--- src/rtl/fetch_stage_if.sv ---
// Fetch-stage bus: hazard controls, redirect targets, instruction memory
// port and the IF/ID register outputs. The fetch stage is the master side.
interface fetch_stage_if #(
    parameter int WIDTH = 32
);
    logic             stall_f;
    logic             stall_d;
    logic             flush_d;
    logic [1:0]       pcsrc;
    logic [WIDTH-1:0] pc_target;
    logic [WIDTH-1:0] jalr_target;
    logic [WIDTH-1:0] imem_addr;
    logic [WIDTH-1:0] imem_rdata;
    logic [WIDTH-1:0] pc_f;
    logic [WIDTH-1:0] instr_d;
    logic [WIDTH-1:0] pc_d;
    logic [WIDTH-1:0] pc_plus4_d;
    logic             valid_d;
    logic             misalign_err;
    logic [WIDTH-1:0] fetch_count;

    modport master (
        input  stall_f, stall_d, flush_d, pcsrc, pc_target, jalr_target, imem_rdata,
        output imem_addr, pc_f, instr_d, pc_d, pc_plus4_d, valid_d, misalign_err, fetch_count
    );

    modport slave (
        output stall_f, stall_d, flush_d, pcsrc, pc_target, jalr_target, imem_rdata,
        input  imem_addr, pc_f, instr_d, pc_d, pc_plus4_d, valid_d, misalign_err, fetch_count
    );
endinterface

--- src/rtl/fetch_stage.sv ---
// RV32I instruction fetch: PC register, next-PC select, and the IF/ID
// pipeline register with stall/flush. Also keeps a sticky misaligned-target
// flag and a count of instructions handed to decode.
module fetch_stage #(
    parameter int               WIDTH    = 32,
    parameter logic [WIDTH-1:0] RESET_PC = '0,
    parameter logic [WIDTH-1:0] NOP      = WIDTH'(32'h0000_0013)
) (
    input  logic          clk,
    input  logic          rst,
    fetch_stage_if.master bus
);
    logic [WIDTH-1:0] pc_q;
    logic [WIDTH-1:0] pc_plus4;
    logic [WIDTH-1:0] target;
    logic             redirect;
    logic [WIDTH-1:0] instr_q, pc_d_q, pc_plus4_d_q, count_q;
    logic             valid_q, misalign_q;

    assign pc_plus4 = pc_q + WIDTH'(4);

    // Redirect decode: 01 branch/JAL, 10 JALR with LSB forced low; 00/11 sequential.
    always_comb begin
        redirect = 1'b0;
        target   = pc_plus4;
        case (bus.pcsrc)
            2'b01: begin
                redirect = 1'b1;
                target   = bus.pc_target;
            end
            2'b10: begin
                redirect = 1'b1;
                target   = {bus.jalr_target[WIDTH-1:1], 1'b0};
            end
            default: begin
                redirect = 1'b0;
                target   = pc_plus4;
            end
        endcase
    end

    // PC register: a redirect comes from an older instruction, so it wins over stall_f.
    always_ff @(posedge clk or posedge rst) begin
        if (rst)
            pc_q <= RESET_PC;
        else if (redirect)
            pc_q <= target;
        else if (!bus.stall_f)
            pc_q <= pc_plus4;
    end

    // IF/ID register: flush inserts a bubble even while decode is stalled.
    always_ff @(posedge clk or posedge rst) begin
        if (rst) begin
            instr_q      <= NOP;
            pc_d_q       <= '0;
            pc_plus4_d_q <= '0;
            valid_q      <= 1'b0;
            count_q      <= '0;
        end else if (bus.flush_d) begin
            instr_q      <= NOP;
            pc_d_q       <= '0;
            pc_plus4_d_q <= '0;
            valid_q      <= 1'b0;
        end else if (!bus.stall_d) begin
            instr_q      <= bus.imem_rdata;
            pc_d_q       <= pc_q;
            pc_plus4_d_q <= pc_plus4;
            valid_q      <= 1'b1;
            count_q      <= count_q + WIDTH'(1);
        end
    end

    // Sticky flag for any redirect landing off a word boundary; the PC still follows it.
    always_ff @(posedge clk or posedge rst) begin
        if (rst)
            misalign_q <= 1'b0;
        else if (redirect && (target[1:0] != 2'b00))
            misalign_q <= 1'b1;
    end

    assign bus.imem_addr    = pc_q;
    assign bus.pc_f         = pc_q;
    assign bus.instr_d      = instr_q;
    assign bus.pc_d         = pc_d_q;
    assign bus.pc_plus4_d   = pc_plus4_d_q;
    assign bus.valid_d      = valid_q;
    assign bus.misalign_err = misalign_q;
    assign bus.fetch_count  = count_q;
endmodule

--- src/flat_wrapper.sv ---
// flat-port wrapper written by rule: the top's interface ports become plain ports
module fetch_stage_flat 
#(
    parameter int               WIDTH    = 32,
    parameter logic [WIDTH-1:0] RESET_PC = '0,
    parameter logic [WIDTH-1:0] NOP      = WIDTH'(32'h0000_0013)
)
  (clk, rst, bus_stall_f, bus_stall_d, bus_flush_d, bus_pcsrc, bus_pc_target, bus_jalr_target, bus_imem_rdata, bus_imem_addr, bus_pc_f, bus_instr_d, bus_pc_d, bus_pc_plus4_d, bus_valid_d, bus_misalign_err, bus_fetch_count);
  fetch_stage_if #(.WIDTH(WIDTH)) bus_i ();
  input  logic clk;
  input  logic rst;
  input wire logic [$bits(bus_i.stall_f)-1:0] bus_stall_f;
  input wire logic [$bits(bus_i.stall_d)-1:0] bus_stall_d;
  input wire logic [$bits(bus_i.flush_d)-1:0] bus_flush_d;
  input wire logic [$bits(bus_i.pcsrc)-1:0] bus_pcsrc;
  input wire logic [$bits(bus_i.pc_target)-1:0] bus_pc_target;
  input wire logic [$bits(bus_i.jalr_target)-1:0] bus_jalr_target;
  input wire logic [$bits(bus_i.imem_rdata)-1:0] bus_imem_rdata;
  output wire logic [$bits(bus_i.imem_addr)-1:0] bus_imem_addr;
  output wire logic [$bits(bus_i.pc_f)-1:0] bus_pc_f;
  output wire logic [$bits(bus_i.instr_d)-1:0] bus_instr_d;
  output wire logic [$bits(bus_i.pc_d)-1:0] bus_pc_d;
  output wire logic [$bits(bus_i.pc_plus4_d)-1:0] bus_pc_plus4_d;
  output wire logic [$bits(bus_i.valid_d)-1:0] bus_valid_d;
  output wire logic [$bits(bus_i.misalign_err)-1:0] bus_misalign_err;
  output wire logic [$bits(bus_i.fetch_count)-1:0] bus_fetch_count;
  assign bus_i.stall_f = bus_stall_f;
  assign bus_i.stall_d = bus_stall_d;
  assign bus_i.flush_d = bus_flush_d;
  assign bus_i.pcsrc = bus_pcsrc;
  assign bus_i.pc_target = bus_pc_target;
  assign bus_i.jalr_target = bus_jalr_target;
  assign bus_i.imem_rdata = bus_imem_rdata;
  assign bus_imem_addr = bus_i.imem_addr;
  assign bus_pc_f = bus_i.pc_f;
  assign bus_instr_d = bus_i.instr_d;
  assign bus_pc_d = bus_i.pc_d;
  assign bus_pc_plus4_d = bus_i.pc_plus4_d;
  assign bus_valid_d = bus_i.valid_d;
  assign bus_misalign_err = bus_i.misalign_err;
  assign bus_fetch_count = bus_i.fetch_count;
  fetch_stage #(.WIDTH(WIDTH), .RESET_PC(RESET_PC), .NOP(NOP)) u_core (.clk(clk), .rst(rst), .bus(bus_i));
endmodule
--- config.mk ---
export PLATFORM = sky130hd
export DESIGN_NAME = fetch_stage_flat
export DESIGN_NICKNAME = d
export VERILOG_FILES = /design/src/rtl/fetch_stage_if.sv /design/src/rtl/fetch_stage.sv /design/src/flat_wrapper.sv
export SDC_FILE = /design/constraint.sdc
export NUM_CORES = 1
export LEC_CHECK = 0
export CORE_ASPECT_RATIO = 1.5
export CORE_UTILIZATION = 35
export CTS_CLUSTER_DIAMETER = 30
export DETAILED_ROUTE_END_ITERATION = 16
export DONT_BUFFER_PORTS = 1
export MAX_ROUTING_LAYER = met4
export SETUP_SLACK_MARGIN = 0.5
export SLEW_MARGIN = 20
export SYNTH_ARGS = -nofsm -noshare
export SYNTH_HDL_FRONTEND = slang
export SYNTH_SLANG_ARGS = --single-unit
--- constraint.sdc ---
create_clock -name clk -period 11.9 [get_ports clk]
set_input_delay 1.19 -clock clk [delete_from_list [all_inputs] [get_ports clk]]
set_output_delay 1.19 -clock clk [all_outputs]
set_load 0.1 [all_outputs]
---- Yosys cells after proc, flatten, opt, wreduce, memory -nomap -nowiden ----
Index checks and enable logic that the tools add are counted.
cells by class
  mux-type cells .......................... 12
  add/sub/neg operators ................... 2
  reduce and logical (&&, ||, !) cells .... 4
  bitwise operators ....................... 2
  equality and inequality tests ........... 4
operators by type and width
  operator                 number
  $mux W32                 8
  $pmux W32 S2             1
  $add A32 B1 Y32 const B  1
  $add A32 B3 Y32 const B  1
  $ne A2 B1 Y1 const B     2
  $mux W1                  3
  $eq A2 B1 Y1 const B     1
  $eq A2 B2 Y1 const B     1
  $not A1 Y1               2
  $reduce_and A2 Y1        1
  $reduce_bool A2 Y1       1
  $reduce_or A2 Y1         1
  $logic_and A1 B1 Y1      1
storage, ports and cells
  input port bits ......................... 103
  register bits after elaboration ......... 162
  word-level logic and storage cells ...... 31

---- Longest topological paths before layout ----
  word-level depth ........................ 4
  gate-level depth with buffers ........... 9
  mapped depth without buffers ............ 6

---- Worst setup path before layout ----
Ideal clock, no wire load.
  path kind ............................... input-to-reg
  start point ............................. input port bus_pcsrc[0]
  end point ............................... register u_core.pc_q[24], in the netlist u_core.bus.imem_addr[24]
  slack ................................... 9.133 ns
  arrival time ............................ 2.633 ns
  required time ........................... 11.766 ns
  stages on the path ...................... 9
  library setup time ...................... 0.134 ns
  path through ............................ inv_1 ha_1 buf_2 nor2b_1 clkbuf_1 buf_2 a221o_1 a311oi_1 a211oi_1
between the ends
  word-level cells in the longest chain between the ends .. 4
  elaborated cells on any way between the ends .. 7
RTL lines
  element                                                           line                text
  start: declaration                                                flat_wrapper.sv:15  input wire logic [$bits(bus_i.pcsrc)-1:0] bus_pcsrc;
  $eq A2 B1 Y1 / $eq A2 B2 Y1 (equally long branches)               fetch_stage.sv:26   case (bus.pcsrc)
  $reduce_or A2 Y1 (no source line)                                 -
  $mux W1                                                           fetch_stage.sv:26
  $ne A2 B1 Y1 (no source line) / $mux W32 (equally long branches)  -
  end signal: assignment                                            fetch_stage.sv:47   pc_q <= target;
  end signal: assignment                                            fetch_stage.sv:49   pc_q <= pc_plus4;
  end: declaration                                                  fetch_stage.sv:13   logic [WIDTH-1:0] pc_q;
Several ways; a longest one is shown, not always the timed one.
A chain may end at the register's enable or synchronous reset.

---- Final worst setup path ----
  start point ............................. input port bus_pcsrc[0]
  end point ............................... register u_core.pc_q[23], in the netlist u_core.bus.imem_addr[23]
Same word-level chain as after synthesis.

==> impl_metrics.sql <==
INSERT INTO impl_metrics (metric_group, metric, value, unit) VALUES
('setup_path', 'worstPathRequired', '12.19', 'ns'),
('pwr', 'power.share.switching', '51.37', '%'),
('yosys', 'synthCells', '826', ''),
('setup_path', 'critical_path.cell_chain', 'inv_1 > ha_1 > buf_4 > nor2b_2 > buf_4 > a221o_1 > a311oi_1 > a211oi_1', ''),
('global_route', 'pin_count_of_the_biggest_net_entering_global_routing', '104', ''),
('sta', 'setup_tns', '0', 'ns'),
('yosys', 'synth_top_cell_area_share', '47.09', '%'),
('placed_design', 'place_area', '8366', 'um^2'),
('setup_path', 'critical_path.startpoint', 'bus_pcsrc[0]', ''),
('sta', 'fmax', '293.9', 'MHz'),
('setup_path', 'cp_top_family', 'adder cells', ''),
('setup_path', 'crit_type', 'primary input to register', ''),
('yosys', 'synth_top_flop_cell', 'dfrtp_1', ''),
('pwr', 'p_leak', '3.765', 'nW'),
('clock_tree', 'post_cts_resize_count', '0', ''),
('sta', 'finalHoldViolations', '0', ''),
('setup_path', 'timing.critical_path.fanout_max', '22', ''),
('sta', 'whs', '0.7660', 'ns'),
('setup_path', 'setup.worst_path.start_class', 'primary input', ''),
('setup_path', 'worst_setup_path_end_kind', 'register', ''),
('yosys', 'yosysWarningCount', '0', ''),
('yosys', 'post_synth_instance_area', '8343', 'um^2'),
('yosys', 'cell_accounting_for_the_most_synthesized_area', 'dfrtp_1', ''),
('pwr', 'worst_ir_drop_vdd', '127.2', 'uV'),
('placed_design', 'finalWeightedCongestion', '0.8320', ''),
('die', 'std_cell_rows', '68', ''),
('setup_path', 'critical-path-slowest-cell', 'ha_1', ''),
('pwr', 'p_comb_share', '12.4', '%'),
('sta', 'layout_worst_path_cycle_share', '28.59', '%'),
('global_route', 'grt_pass1_wl', '36.69', 'mm'),
('setup_path', 'rr_endpoint', 'u_core.bus.imem_addr[22]$_DFFE_PP0P_', ''),
('sta', 'period_needed', '3.402', 'ns'),
('global_route', 'antenna_found_initial', '2', ''),
('clock_tree', 'cts-buffers-inserted', '17', ''),
('setup_path', 'cp_common_cell', 'buf_4', ''),
('finish', 'fin_nets', '870', ''),
('yosys', 'synth.net_count', '933', ''),
('status', 'status', 'complete, no violations', ''),
('die', 'floorplan.die_area', '24470', 'um^2'),
('yosys', 'synth-async-reset-ratio', '100.0', '%'),
('sta', 'clock_skew', '0.008453', 'ns'),
('pwr', 'power-per-cell-area', '228.2', 'nW/um^2'),
('setup_path', 'critical_path.reg2reg.startpoint', 'u_core.bus.imem_addr[2]$_DFFE_PP0P_', ''),
('setup_path', 'cp-endpoint', 'u_core.bus.imem_addr[23]$_DFFE_PP0P_', ''),
('drt', 'avgViaCountPerCell', '5.694', ''),
('pwr', 'internal-power', '993.6', 'uW'),
('clock_tree', 'clock_slew_seen_by_the_registers_of_the_worst_setup_and_hold_paths', '0.06', 'ns'),
('global_route', 'globalRoute.totalOverflow', '0', ''),
('finish', 'final-instance-count-excl-fill', '1093', ''),
('sta', 'final-setup-viol-count', '0', ''),
('yosys', 'top_cells_by_instance_count_after_synthesis', 'dfrtp_1 (157), nor2_1 (108), mux2i_1 (55)', ''),
('yosys', 'synth_cell_types', '62', ''),
('die', 'dieWidth', '128.1', 'um'),
('placed_design', 'io_buffers', '0', ''),
('pwr', 'share_clk_of_total_power', '26.9', '%'),
('yosys', 'syn_avg_cell_area', '10.10', 'um^2'),
('setup_path', 'reg2regPathDepth', '5', ''),
('sta', 'max_slew.worst_pin.slew', '1.179', 'ns'),
('setup_path', 'critical-path-max-stage-delay', '0.89', 'ns'),
('placed_design', 'detailed_place_hpwl', '16.34', 'mm'),
('setup_path', 'r2r_slack', '8.88', 'ns'),
('yosys', 'seq_total_area_yosys', '48.04', '%'),
('min_path', 'hp-class', 'primary input to asynchronous set/reset pin', ''),
('clock_tree', 'holdBufCountCts', '0', ''),
('drt', 'detail_route.wl_per_cell', '22.02', 'um'),
('finish', 'post_route_cells_drive_above_1_share', '13.40', '%'),
('pwr', 'p_seq_share', '60.8', '%'),
('clock_tree', 'cts_tree', 'built', ''),
('clock_tree', 'htree_levels', '4', ''),
('sta', 'final_max_slew_viol_count', '0', ''),
('die', 'initial_core_utilization', '35.92', '%');
## cell type report
cell class	instances	area, um^2
antenna	2	5.005
clock buffer	17	425.4
clock inverter	15	156.4
fill	2293	14270
inverter	27	106.4
multi-input combinational	542	3702
sequential	160	4050
tap	315	394.1
timing repair buffer	15	116.4
## logic make-up after synthesis
| group | synth area share, % |
|---|---|
| muxes | 6.734 |
| DFF | 48.04 |
| AOI/OAI and AO/OA | 14.34 |
| adders and majority gates | 0.5999 |
| and+or+nand+nor | 17.71 |
| xor gates and xnor gates | 4.934 |
| buffers and inverters | 7.648 |
## metrics by stage
step	worst slack (ns)	power (mW)
5_1_grt	8.315	2.115
3_3_place_gp	8.106	1.502
2_1_floorplan	6.395	1.471
3_5_place_dp	8.066	1.508
6_report	8.498	2.043
4_1_cts	8.515	2.063
## per-layer routing
metal,GRT usage [%],wire length (um),up-vias
li1,-,-,2845
met1,23.77,9837,3107
met3,5.626,1582,26
met2,33.63,12100,246
met5,-,0,-
met4,7.421,554,0
## power groups by stage
stage | Sequential, mW | Combinational [mW] | Clock [mW]
after global placement | 1.25 | 0.249 | 0
after detailed placement | 1.25 | 0.254 | 0
after floorplan | 1.09 | 0.382 | 0
final | 1.24 | 0.253 | 0.549
after global routing | 1.25 | 0.278 | 0.585
after CTS | 1.24 | 0.255 | 0.565
## flip-flops by register name, summed over array words and instances, names as in the netlist
register / flops
u_core.bus.fetch_count: 32
u_core.bus.imem_addr: 32
u_core.bus.instr_d: 32
u_core.bus.pc_d: 30
u_core.bus.pc_plus4_d: 32
u_core.bus.valid_d: 1
u_core.bus.misalign_err: 1
## worst min path at each step
stage               cells after the start  slack, ns                                endpoint                             startpoint
floorplan                               1       0.87       u_core.bus.instr_d[0]$_DFFE_PP1P_      u_core.bus.instr_d[0]$_DFFE_PP1P_
global placement                        1       0.78   u_core.bus.fetch_count[9]$_DFFE_PP0P_  u_core.bus.fetch_count[9]$_DFFE_PP0P_
detailed placement                      2       0.79  u_core.bus.fetch_count[10]$_DFFE_PP0P_  u_core.bus.fetch_count[9]$_DFFE_PP0P_
CTS                                     1       0.78  u_core.bus.fetch_count[16]$_DFFE_PP0P_                                    rst
global route                            1       0.81  u_core.bus.fetch_count[22]$_DFFE_PP0P_                                    rst
finish                                  1       0.77  u_core.bus.fetch_count[16]$_DFFE_PP0P_                                    rst
## cell usage in the layout (no fill, tap or decap), types with 3 or more instances in the layout
cell type   instances
a2bb2oi_1           6
ha_1                4
a221o_1            18
and4_1             11
nor4_1              7
a311oi_1           15
o21a_1              3
nor2b_1             7
a21oi_1            28
nor4_2              5
nand2_1            30
xnor2_1            40
nor2_1            108
o21ai_0            14
nand4_1            25
a211o_1             4
nand3_1            21
nand3b_1            4
inv_6               6
dfstp_2             3
dfrtp_1           123
dfrtp_2            34
a2111oi_0           7
nor3_1             16
clkbuf_16          17
mux2i_1            55
and3_1             16
clkinv_2            3
a221oi_1           12
and2_1              5
clkinvlp_4          5
o22ai_1             9
inv_1              26
a211oi_1           25
a31oi_1             4
buf_4              14
xor2_1              7
nand2b_1            3
(Power assumes the default switching activity.)
